===== src/rtl/riscv_ctrl_pkg.sv =====
// Shared encodings for the main-control bundle and the pipeline's reduced
// per-stage control records.
package riscv_ctrl_pkg;

  localparam int CTRL_ALUSRC    = 7;
  localparam int CTRL_MEMTOREG  = 6;
  localparam int CTRL_REGWRITE  = 5;
  localparam int CTRL_MEMREAD   = 4;
  localparam int CTRL_MEMWRITE  = 3;
  localparam int CTRL_BRANCH    = 2;
  localparam int CTRL_ALUOP_MSB = 1;
  localparam int CTRL_ALUOP_LSB = 0;

  localparam logic [7:0] NOP_BUNDLE = 8'h00;

  localparam logic [1:0] FWD_RF  = 2'b00;
  localparam logic [1:0] FWD_MEM = 2'b10;
  localparam logic [1:0] FWD_WB  = 2'b01;

  localparam logic [7:0] LW = 8'hF0;
  localparam logic [7:0] SW = 8'h88;
  localparam logic [7:0] R  = 8'h22;
  localparam logic [7:0] I  = 8'hA3;
  localparam logic [7:0] BR = 8'h05;

  typedef struct packed {
    logic mem_read;
    logic mem_write;
    logic branch;
    logic reg_write;
    logic memto_reg;
  } mem_ctrl_t;

  typedef struct packed {
    logic reg_write;
    logic memto_reg;
  } wb_ctrl_t;

  // ALUSrc and ALUop are consumed in EX and are dropped here.
  function automatic mem_ctrl_t to_mem_ctrl(input logic [7:0] c);
    mem_ctrl_t m;
    m.mem_read  = c[CTRL_MEMREAD];
    m.mem_write = c[CTRL_MEMWRITE];
    m.branch    = c[CTRL_BRANCH];
    m.reg_write = c[CTRL_REGWRITE];
    m.memto_reg = c[CTRL_MEMTOREG];
    return m;
  endfunction

endpackage


===== src/rtl/hazard_fwd_unit.sv =====
// Combinational load-use detection and EX operand-forwarding selects.
module hazard_fwd_unit
  import riscv_ctrl_pkg::*;
#(
  parameter int REG_AW = 5
) (
  input  logic [7:0]        ctrl_in,
  input  logic [REG_AW-1:0] id_rs1,
  input  logic [REG_AW-1:0] id_rs2,
  input  logic              flush,
  input  logic              ex_mem_read,
  input  logic [REG_AW-1:0] ex_rd,
  input  logic [REG_AW-1:0] ex_rs1,
  input  logic [REG_AW-1:0] ex_rs2,
  input  logic              mem_reg_write,
  input  logic [REG_AW-1:0] mem_rd,
  input  logic              wb_reg_write,
  input  logic [REG_AW-1:0] wb_rd,
  output logic              stall,
  output logic [1:0]        fwd_a,
  output logic [1:0]        fwd_b
);

  logic uses_rs1, uses_rs2;

  // The younger producer in EX/MEM takes precedence over MEM/WB.
  function automatic logic [1:0] fwd_sel(input logic [REG_AW-1:0] rs);
    if (mem_reg_write && mem_rd != '0 && mem_rd == rs)
      return FWD_MEM;
    else if (wb_reg_write && wb_rd != '0 && wb_rd == rs)
      return FWD_WB;
    return FWD_RF;
  endfunction

  always_comb begin
    uses_rs1 = ctrl_in != NOP_BUNDLE;
    uses_rs2 = uses_rs1 && (!ctrl_in[CTRL_ALUSRC] || ctrl_in[CTRL_MEMWRITE]);
    stall    = !flush && ex_mem_read && ex_rd != '0 &&
               ((uses_rs1 && ex_rd == id_rs1) || (uses_rs2 && ex_rd == id_rs2));
    fwd_a    = fwd_sel(ex_rs1);
    fwd_b    = fwd_sel(ex_rs2);
  end

endmodule


===== src/rtl/control_pipe.sv =====
// Carries the main-control bundle through ID/EX, EX/MEM and MEM/WB, with
// load-use bubbles, branch squash and a saturating stall counter.
module control_pipe
  import riscv_ctrl_pkg::*;
#(
  parameter int REG_AW = 5,
  parameter int CNT_W  = 16
) (
  input  logic              clk,
  input  logic              rst_n,
  input  logic              id_valid,
  input  logic [7:0]        id_ctrl,
  input  logic [REG_AW-1:0] id_rs1,
  input  logic [REG_AW-1:0] id_rs2,
  input  logic [REG_AW-1:0] id_rd,
  input  logic              flush,
  output logic              stall,
  output logic [7:0]        ex_ctrl,
  output logic [REG_AW-1:0] ex_rd,
  output logic [1:0]        fwd_a,
  output logic [1:0]        fwd_b,
  output logic              mem_MemRead,
  output logic              mem_MemWrite,
  output logic              mem_Branch,
  output logic              mem_RegWrite,
  output logic              mem_MemtoReg,
  output logic [REG_AW-1:0] mem_rd,
  output logic              wb_RegWrite,
  output logic              wb_MemtoReg,
  output logic [REG_AW-1:0] wb_rd,
  output logic [CNT_W-1:0]  stall_cnt
);

  logic [7:0]        ctrl_in;
  logic [7:0]        ex_ctrl_q, ex_ctrl_d;
  logic [REG_AW-1:0] ex_rs1_q, ex_rs1_d, ex_rs2_q, ex_rs2_d, ex_rd_q, ex_rd_d;
  mem_ctrl_t         mem_ctrl_q, mem_ctrl_d;
  logic [REG_AW-1:0] mem_rd_q, mem_rd_d;
  wb_ctrl_t          wb_ctrl_q, wb_ctrl_d;
  logic [REG_AW-1:0] wb_rd_q, wb_rd_d;
  logic [CNT_W-1:0]  stall_cnt_q, stall_cnt_d;

  assign ctrl_in = id_valid ? id_ctrl : NOP_BUNDLE;

  hazard_fwd_unit #(.REG_AW(REG_AW)) u_hazard (
    .ctrl_in       (ctrl_in),
    .id_rs1        (id_rs1),
    .id_rs2        (id_rs2),
    .flush         (flush),
    .ex_mem_read   (ex_ctrl_q[CTRL_MEMREAD]),
    .ex_rd         (ex_rd_q),
    .ex_rs1        (ex_rs1_q),
    .ex_rs2        (ex_rs2_q),
    .mem_reg_write (mem_ctrl_q.reg_write),
    .mem_rd        (mem_rd_q),
    .wb_reg_write  (wb_ctrl_q.reg_write),
    .wb_rd         (wb_rd_q),
    .stall         (stall),
    .fwd_a         (fwd_a),
    .fwd_b         (fwd_b)
  );

  always_comb begin
    ex_ctrl_d   = ctrl_in;
    ex_rs1_d    = id_rs1;
    ex_rs2_d    = id_rs2;
    ex_rd_d     = id_rd;
    mem_ctrl_d  = to_mem_ctrl(ex_ctrl_q);
    mem_rd_d    = ex_rd_q;
    wb_ctrl_d   = '{reg_write: mem_ctrl_q.reg_write, memto_reg: mem_ctrl_q.memto_reg};
    wb_rd_d     = mem_rd_q;
    stall_cnt_d = stall_cnt_q;
    if (flush || stall) begin
      ex_ctrl_d = NOP_BUNDLE;
      ex_rs1_d  = '0;
      ex_rs2_d  = '0;
      ex_rd_d   = '0;
    end
    // Flush squashes EX too; the instruction already in MEM still retires.
    if (flush) begin
      mem_ctrl_d = '0;
      mem_rd_d   = '0;
    end else if (stall && stall_cnt_q != '1) begin
      stall_cnt_d = stall_cnt_q + CNT_W'(1);
    end
  end

  always_ff @(posedge clk or negedge rst_n) begin
    if (!rst_n) begin
      ex_ctrl_q   <= NOP_BUNDLE;
      ex_rs1_q    <= '0;
      ex_rs2_q    <= '0;
      ex_rd_q     <= '0;
      mem_ctrl_q  <= '0;
      mem_rd_q    <= '0;
      wb_ctrl_q   <= '0;
      wb_rd_q     <= '0;
      stall_cnt_q <= '0;
    end else begin
      ex_ctrl_q   <= ex_ctrl_d;
      ex_rs1_q    <= ex_rs1_d;
      ex_rs2_q    <= ex_rs2_d;
      ex_rd_q     <= ex_rd_d;
      mem_ctrl_q  <= mem_ctrl_d;
      mem_rd_q    <= mem_rd_d;
      wb_ctrl_q   <= wb_ctrl_d;
      wb_rd_q     <= wb_rd_d;
      stall_cnt_q <= stall_cnt_d;
    end
  end

  assign ex_ctrl      = ex_ctrl_q;
  assign ex_rd        = ex_rd_q;
  assign mem_MemRead  = mem_ctrl_q.mem_read;
  assign mem_MemWrite = mem_ctrl_q.mem_write;
  assign mem_Branch   = mem_ctrl_q.branch;
  assign mem_RegWrite = mem_ctrl_q.reg_write;
  assign mem_MemtoReg = mem_ctrl_q.memto_reg;
  assign mem_rd       = mem_rd_q;
  assign wb_RegWrite  = wb_ctrl_q.reg_write;
  assign wb_MemtoReg  = wb_ctrl_q.memto_reg;
  assign wb_rd        = wb_rd_q;
  assign stall_cnt    = stall_cnt_q;

endmodule


===== config.mk =====
export PLATFORM = sky130hd
export DESIGN_NAME = control_pipe
export DESIGN_NICKNAME = d
export VERILOG_FILES = /design/src/rtl/riscv_ctrl_pkg.sv /design/src/rtl/hazard_fwd_unit.sv /design/src/rtl/control_pipe.sv
export SDC_FILE = /design/constraint.sdc
export NUM_CORES = 1
export LEC_CHECK = 0
export ABC_AREA = 1
export CAP_MARGIN = 10
export CORE_MARGIN = 4
export CORE_UTILIZATION = 48
export CTS_CLUSTER_SIZE = 10
export DETAILED_ROUTE_END_ITERATION = 16
export PLACE_DENSITY = 0.92
export SETUP_SLACK_MARGIN = 0.3
export SLEW_MARGIN = 5
export SYNTH_ARGS = -nofsm -noshare
export SYNTH_HDL_FRONTEND = slang
export SYNTH_SLANG_ARGS = --single-unit

===== constraint.sdc =====
create_clock -name clk -period 1.74 [get_ports clk]
set_input_delay 0.261 -clock clk [delete_from_list [all_inputs] [get_ports clk]]
set_output_delay 0.261 -clock clk [all_outputs]
set_load 0.02 [all_outputs]

==> impl_metrics.yaml, run 1 <==
power_and_ir_drop:
  seqPwrFrac: 0.488
  share_comb_of_total_power: 0.256
  leakagePower_nw: 2.58
  p_sw_frac: 0.317
  internal_power_mw: 2.00
  ir_worst_vdd_uv: 558
  clock_power_share: 0.256
  finalPower_mw: 2.92
  power.switching_mw: 0.926
  powerDensity_nw_per_um2: 568
critical_path:
  arrival_ns: 2.29
  required_ns: 1.98
  cp-start-kind: "register"
  endpoint_kind: "register"
  path_max_fanout: 5
  r2r_cells: 14
  startpoint: "ex_rd[3]$_DFF_PN0_"
  r2r_start: "ex_rd[3]$_DFF_PN0_"
  r2r-end: "stall_cnt[11]$_DFFE_PN0P_"
  worstSetupPathType: "reg2reg"
  regToRegSetupSlack_ns: -0.31
timing:
  finalCriticalPeriod_ns: 2.05
  setup_violations: 45
  tns_ns: -6.85
  slew_headroom: 0.732
  worst_pin_slew_ns: 0.399
  setup_ws_ns: -0.315
  slew_viol_final: 0
  whs_ns: 0.414
  max_freq_mhz: 487
  period_share: 1.18
  rsz0062_at_grt: "yes"
  skew_ns: 0.0188
  hold_viol: 0
final_layout:
  drive_gt1_frac: 0.456
  nFillCells: 219
  multiInputGateArea_um2: 1710
  synthToLayoutAreaGrowth_pct: 80.7
  final_cells: 603
  nNetsFinal: 558
  antenna_cells: 0
  post-route-util: 0.912
  final_area_um2: 5140
  seq_area_um2: 1430
synthesis:
  ys_ff_latch: 56
  yosys_warnings: 0
  synth_edf_count: 0
  syn-num-nets: 392
  syn_inst: 364
  yosysMostFrequentCell: "nand2_1"
  synth_top_cell_area_share: 0.492
  yosysTopAreaCell: "dfrtp_1"
  ys_types: 22
  yosys-top-cells-area: "dfrtp_1 (49%), nand2_1 (13%), nor2_1 (8.3%), inv_1 (7.1%), nand4_1 (4.2%)"
  synth_area_per_cell_um2: 7.82
  netlist_area_um2: 2850
  ys_async_sr_fraction: 1.00
  ys.flop_type: "dfrtp_1"
  ys_seq_area_frac: 0.492
  synth_top_cells_by_count: "nand2_1 (96), nor2_1 (63), dfrtp_1 (56)"
outcome:
  failed_checks: "setup timing"
  outcome: "complete, but fails checks"
die:
  io_pins: 78
  rows: 27
  initial_core_util: 0.505
  dieArea_um2: 7230
  core_area_um2: 5640
  die_width_um: 85.0
  dieHeight_um: 85.0
clocking:
  cts_buffers: 5
  htreeDepth: 2
  ctsLongestPathBuffers: 2
  cts_sinks: 56
  cts_tree: "built"
  root_buffer: "clkbuf_8"
  clk_latency_ns: 0.34
  path_clk_slew_ns: 0.12
grt:
  track_usage: 0.348
  grt_pass1_vias: 3572
  grt_max_degree: 57
  antenna_found_initial: 0
  grt_pass1_wl_um: 19300
  overflow: 0
hold_path:
  whs_path_depth: 0
  min_path_type: "reg2reg"
  hp-start: "mem_MemtoReg$_DFF_PN0_"
  min_to: "wb_MemtoReg$_DFF_PN0_"
placed_design:
  dpl_cell_area_um2: 4120
  hpwl_um: 6400
  portBuffers: 77
  dp.cells: 552
  gp_congestion: 0.917
  post-place-ws_ns: -0.594
routing:
  totalWireLength_um: 14500
  drt-wirelength-per-cell_um: 24.0
  drc: 0
  vias: 3725
  routed_via_density: 6.18
  first_iter_violations: 503
  ant_nets: 0
  first_pass_iters: 8
job:
  drv_cap: 0
## power groups by stage
stage          logic, mW  registers [mW]  clock network [mW]
2_1_floorplan      0.161            1.46                   0
4_1_cts            0.594            1.41               0.720
6_report           0.748            1.43               0.748
5_1_grt            0.783            1.43               0.785
3_3_place_gp       0.453            1.42                   0
3_5_place_dp       0.477            1.43                   0
## how the worst max path moves through the flow
stage / slack, ns / cells after the start / endpoint
6_report: -0.31 / 14 / stall_cnt[11]$_DFFE_PN0P_
4_1_cts: -0.09 / 3 / fwd_b[1]
2_1_floorplan: 0.21 / 4 / fwd_b[0]
3_5_place_dp: -0.59 / 8 / stall
3_3_place_gp: -0.51 / 8 / stall
5_1_grt: -0.46 / 14 / stall_cnt[11]$_DFFE_PN0P_
## what timing repair did
| item | 4_1_cts | 5_1_grt |
|---|---|---|
| buffers inserted | 27 | 12 |
| hold buffers | 1 | 0 |
| setup endpoints to repair | 90 | 60 |
| endpoints found under the hold margin | 56 | 0 |
| cloned | 3 | 0 |
| resized for setup | 185 | 110 |
| pin swaps | 33 | 24 |
## layout by cell type (no fill, tap or decap), types with 4 or more instances in the layout
| cell type | instances |
|---|---|
| dfrtp_2 | 19 |
| nand2_2 | 19 |
| xor2_1 | 8 |
| nand3_2 | 6 |
| clkdlybuf4s15_1 | 5 |
| xnor2_1 | 6 |
| dlygate4sd2_1 | 30 |
| buf_12 | 6 |
| xnor2_2 | 7 |
| buf_4 | 50 |
| nand3_1 | 4 |
| nand4_1 | 19 |
| nor2_1 | 22 |
| inv_1 | 52 |
| buf_2 | 8 |
| nor2_2 | 15 |
| inv_2 | 8 |
| clkbuf_8 | 5 |
| nand2_1 | 77 |
| buf_6 | 37 |
| clkbuf_2 | 4 |
| nor2_4 | 33 |
| dfrtp_1 | 37 |
| nand3_4 | 4 |
| clkdlybuf4s50_1 | 20 |
## critical path: stages (launching register included)
cell and delay (ns):
dfrtp_2 0.44, inv_2 0.08, nand2_1 0.10, nand2_1 0.10
nor2_2 0.22, nand3_2 0.15, nand2_4 0.11, buf_6 0.10
buf_6 0.11, buf_12 0.10, buf_16 0.10, buf_6 0.09
nand4_1 0.10, nand2_1 0.13, nand2_1 0.06
## cells by family after synthesis
group,after synthesis,share of synthesized area
flip-flops,56,0.492
buffers and inverters,70,0.102
XOR/XNOR,24,0.0738
adder cells (fa/ha/maj),1,0.00439
AND/OR/NAND/NOR,208,0.314
AO/OA/AOI/OAI,5,0.0127
## area by class of cell
cell class                 instances  area share
clock inverter                     2     0.00243
tap                               72      0.0175
clock buffer                       6      0.0141
timing repair buffer             167       0.312
inverter                          61      0.0450
multi-input combinational        239       0.332
sequential                        56       0.277
## state kept, by name, indices dropped and copies added (netlist names), 5 cells and up
register,cells
ex_rd,5
mem_rd,5
ex_rs1_q,5
ex_ctrl,8
wb_rd,5
ex_rs2_q,5
stall_cnt,16
## routing by layer
layer / track usage / up-vias / part of all wire
met4: 0.194 / 0 / 0.099
met1: 0.402 / 1746 / 0.33
met2: 0.593 / 387 / 0.47
met3: 0.0796 / 159 / 0.10
met5: 0 / - / 0
li1: - / 1433 / -
Power figures use the tool's default switching activity.
==> inputs of run 2 (changes only) <==
CELL_PAD_IN_SITES_DETAIL_PLACEMENT = 1   (was default)
CELL_PAD_IN_SITES_GLOBAL_PLACEMENT = 1   (was default)
CORE_UTILIZATION = 35   (was 48)
PLACE_DENSITY = 0.93   (was 0.92)
==> run 2 against run 1 <==
Against the previous run:
- the flow still finishes with violations (setup timing)
- cell area increased by 4.1%
- register-to-register slack improved by 0.14 ns
- core utilization decreased by 23 points
- critical path depth decreased by 8
- clock skew increased by 0.0023 ns
- clock-buffer cell count decreased by 1
- sequential power about the same
- non-clock buffer count increased by 14
- sequential cell count unchanged
- clock power increased by 4.9%
- critical path type is now reg2out
- largest cell class unchanged
==> impl_metrics.yaml, run 2 (synthesized netlist as in run 1, its figures left out) <==
critical_path:
  path_max_fanout: 4
  cp_num_buf_inv: 2
  slowest_delay_ns: 0.48
  critPathTopFamily: "simple AND/OR/NAND/NOR gates"
  required_ns: 1.48
  worstSetupPathType: "reg2out"
  worstPathCellList: "xnor2_2 > nand3_2 > nor4_4 > buf_4 > nor2_4 > buf_6"
  crit_slowest_cell: "dfrtp_2"
  arrival_ns: 1.84
  cp-start-kind: "register"
  endpoint_kind: "primary output"
timing:
  rsz0062_at_grt: "yes"
  max_freq_mhz: 475
  hold_viol: 0
  slew_viol_final: 0
  skew_ns: 0.0211
  whs_ns: 0.384
  period_share: 1.21
  slew_headroom: 0.617
  setup_violations: 44
  worst_pin_slew_ns: 0.569
  finalCriticalPeriod_ns: 2.10
  setup_ws_ns: -0.365
placed_design:
  gp_congestion: 0.863
  hpwl_um: 7440
  portBuffers: 77
die:
  dieArea_um2: 9640
  rows: 32
  initial_core_util: 0.365
  io_pins: 78
  die_width_um: 98.2
  dieHeight_um: 98.2
  core_area_um2: 7810
hold_path:
  min_path_type: "in2reg"
final_layout:
  seq_area_um2: 1420
  drive_gt1_frac: 0.506
  layout_commonest_cell: "buf_4"
  synthToLayoutAreaGrowth_pct: 88.1
  layout_common_cells: "buf_4 (65), nand2_1 (61), inv_1 (49), buf_6 (40)"
  largest_reg_flops: 16
  nNetsFinal: 571
  multiInputGateArea_um2: 1770
  nFillCells: 847
  antenna_cells: 0
power_and_ir_drop:
  leakagePower_nw: 2.66
  clock_power_share: 0.263
  powerDensity_nw_per_um2: 558
  share_comb_of_total_power: 0.262
  p_sw_frac: 0.328
  ir_worst_vdd_uv: 391
  internal_power_mw: 2.01
  finalPower_mw: 2.99
  power.switching_mw: 0.981
  seqPwrFrac: 0.475
clocking:
  htreeDepth: 2
  ctsLongestPathBuffers: 2
  cts_sinks: 56
  cts_tree: "built"
  path_clk_slew_ns: 0.12
  clk_latency_ns: 0.34
  root_buffer: "clkbuf_8"
  cts_buffers: 5
grt:
  grt_pass1_vias: 3779
  grt_max_degree: 57
  overflow: 0
  grt_pass1_wl_um: 22700
  antenna_found_initial: 0
  grt_util_met3: 0.0664
  busiest_layer: "met2"
  track_usage: 0.310
  gr-usage-met2: 0.553
  grtUsageMet1: 0.350
routing:
  routed_via_density: 5.47
  drt-wirelength-per-cell_um: 26.7
  first_pass_iters: 5
  ant_nets: 0
  vias: 3536
  totalWireLength_um: 17300
  first_iter_violations: 270
  drc: 0
outcome:
  outcome: "complete, but fails checks"
  failed_checks: "setup timing"
job:
  drv_cap: 0
run 2: final timing paths:
path / slack, ns / cells past startpoint / endpoint / start
worst max-delay path: -0.36 / 6 / fwd_b[0] / mem_rd[2]$_DFF_PN0_
worst min-delay path: 0.38 / 4 / ex_rs1_q[1]$_DFF_PN0_ / id_rs1[1]
worst max register to register: -0.17 / 11 / ex_rs1_q[3]$_DFF_PN0_ / ex_ctrl[4]$_DFF_PN0_
worst min register to register: 0.40 / 0 / wb_MemtoReg$_DFF_PN0_ / mem_MemtoReg$_DFF_PN0_
max in group asynchronous: 0.95 / 3 / stall_cnt[3]$_DFFE_PN0P_ / rst_n
min in group asynchronous: 0.49 / 3 / mem_rd[1]$_DFF_PN0_ / rst_n
run 2: power by group through the flow:
stage               Clock, mW  Sequential (mW)  Combinational, mW
global placement            0             1.42              0.458
floorplan                   0             1.46              0.161
finish                  0.785             1.42              0.785
CTS                     0.763             1.40              0.619
detailed placement          0             1.43              0.481
global route            0.839             1.42              0.821
run 2: worst register-to-register path, cell delays in order, from the launching register on:
cell	delay, ns
dfrtp_1	0.41
inv_1	0.07
nor2_1	0.25
nand2_2	0.12
a21oi_4	0.19
nand2_4	0.10
buf_6	0.12
buf_6	0.13
nand2_8	0.08
buf_6	0.12
buf_12	0.14
nor2_4	0.06
run 2: stage by stage:
step                TNS [ns]  std cells  utilization  setup WS, ns  instance area (um2)
floorplan                  0        364            -         0.206                 2950
global placement       -8.16        583        0.533        -0.546                 4160
detailed placement    -14.84        583        0.533        -0.692                 4160
CTS                   -0.593        631        0.634        -0.213                 4950
global route           -8.36        646        0.686        -0.432                 5360
finish                 -6.16        646        0.686        -0.365                 5360
run 2: what timing repair did:
action	CTS	global route
endpoints found under the setup margin	90	62
hold buffers	1	0
setup buffers	36	15
cloned	3	0
endpoints found under the hold margin	56	0
resized for setup	218	117
pin swaps	31	32
run 2: layout make-up:
| class | count | share of cell area |
|---|---|---|
| Sequential cell | 56 | 0.266 |
| Inverter | 61 | 0.0446 |
| Clock buffer | 5 | 0.0129 |
| Tap cell | 102 | 0.0238 |
| Multi-Input combinational cell | 238 | 0.330 |
| Clock inverter | 3 | 0.00444 |
| Timing Repair Buffer | 181 | 0.319 |
run 2: routing by layer:
layer | part of all wire | up-vias
met5 | 0 | -
met4 | 0.064 | 0
met3 | 0.067 | 82
met2 | 0.51 | 229
met1 | 0.36 | 1764
li1 | - | 1461
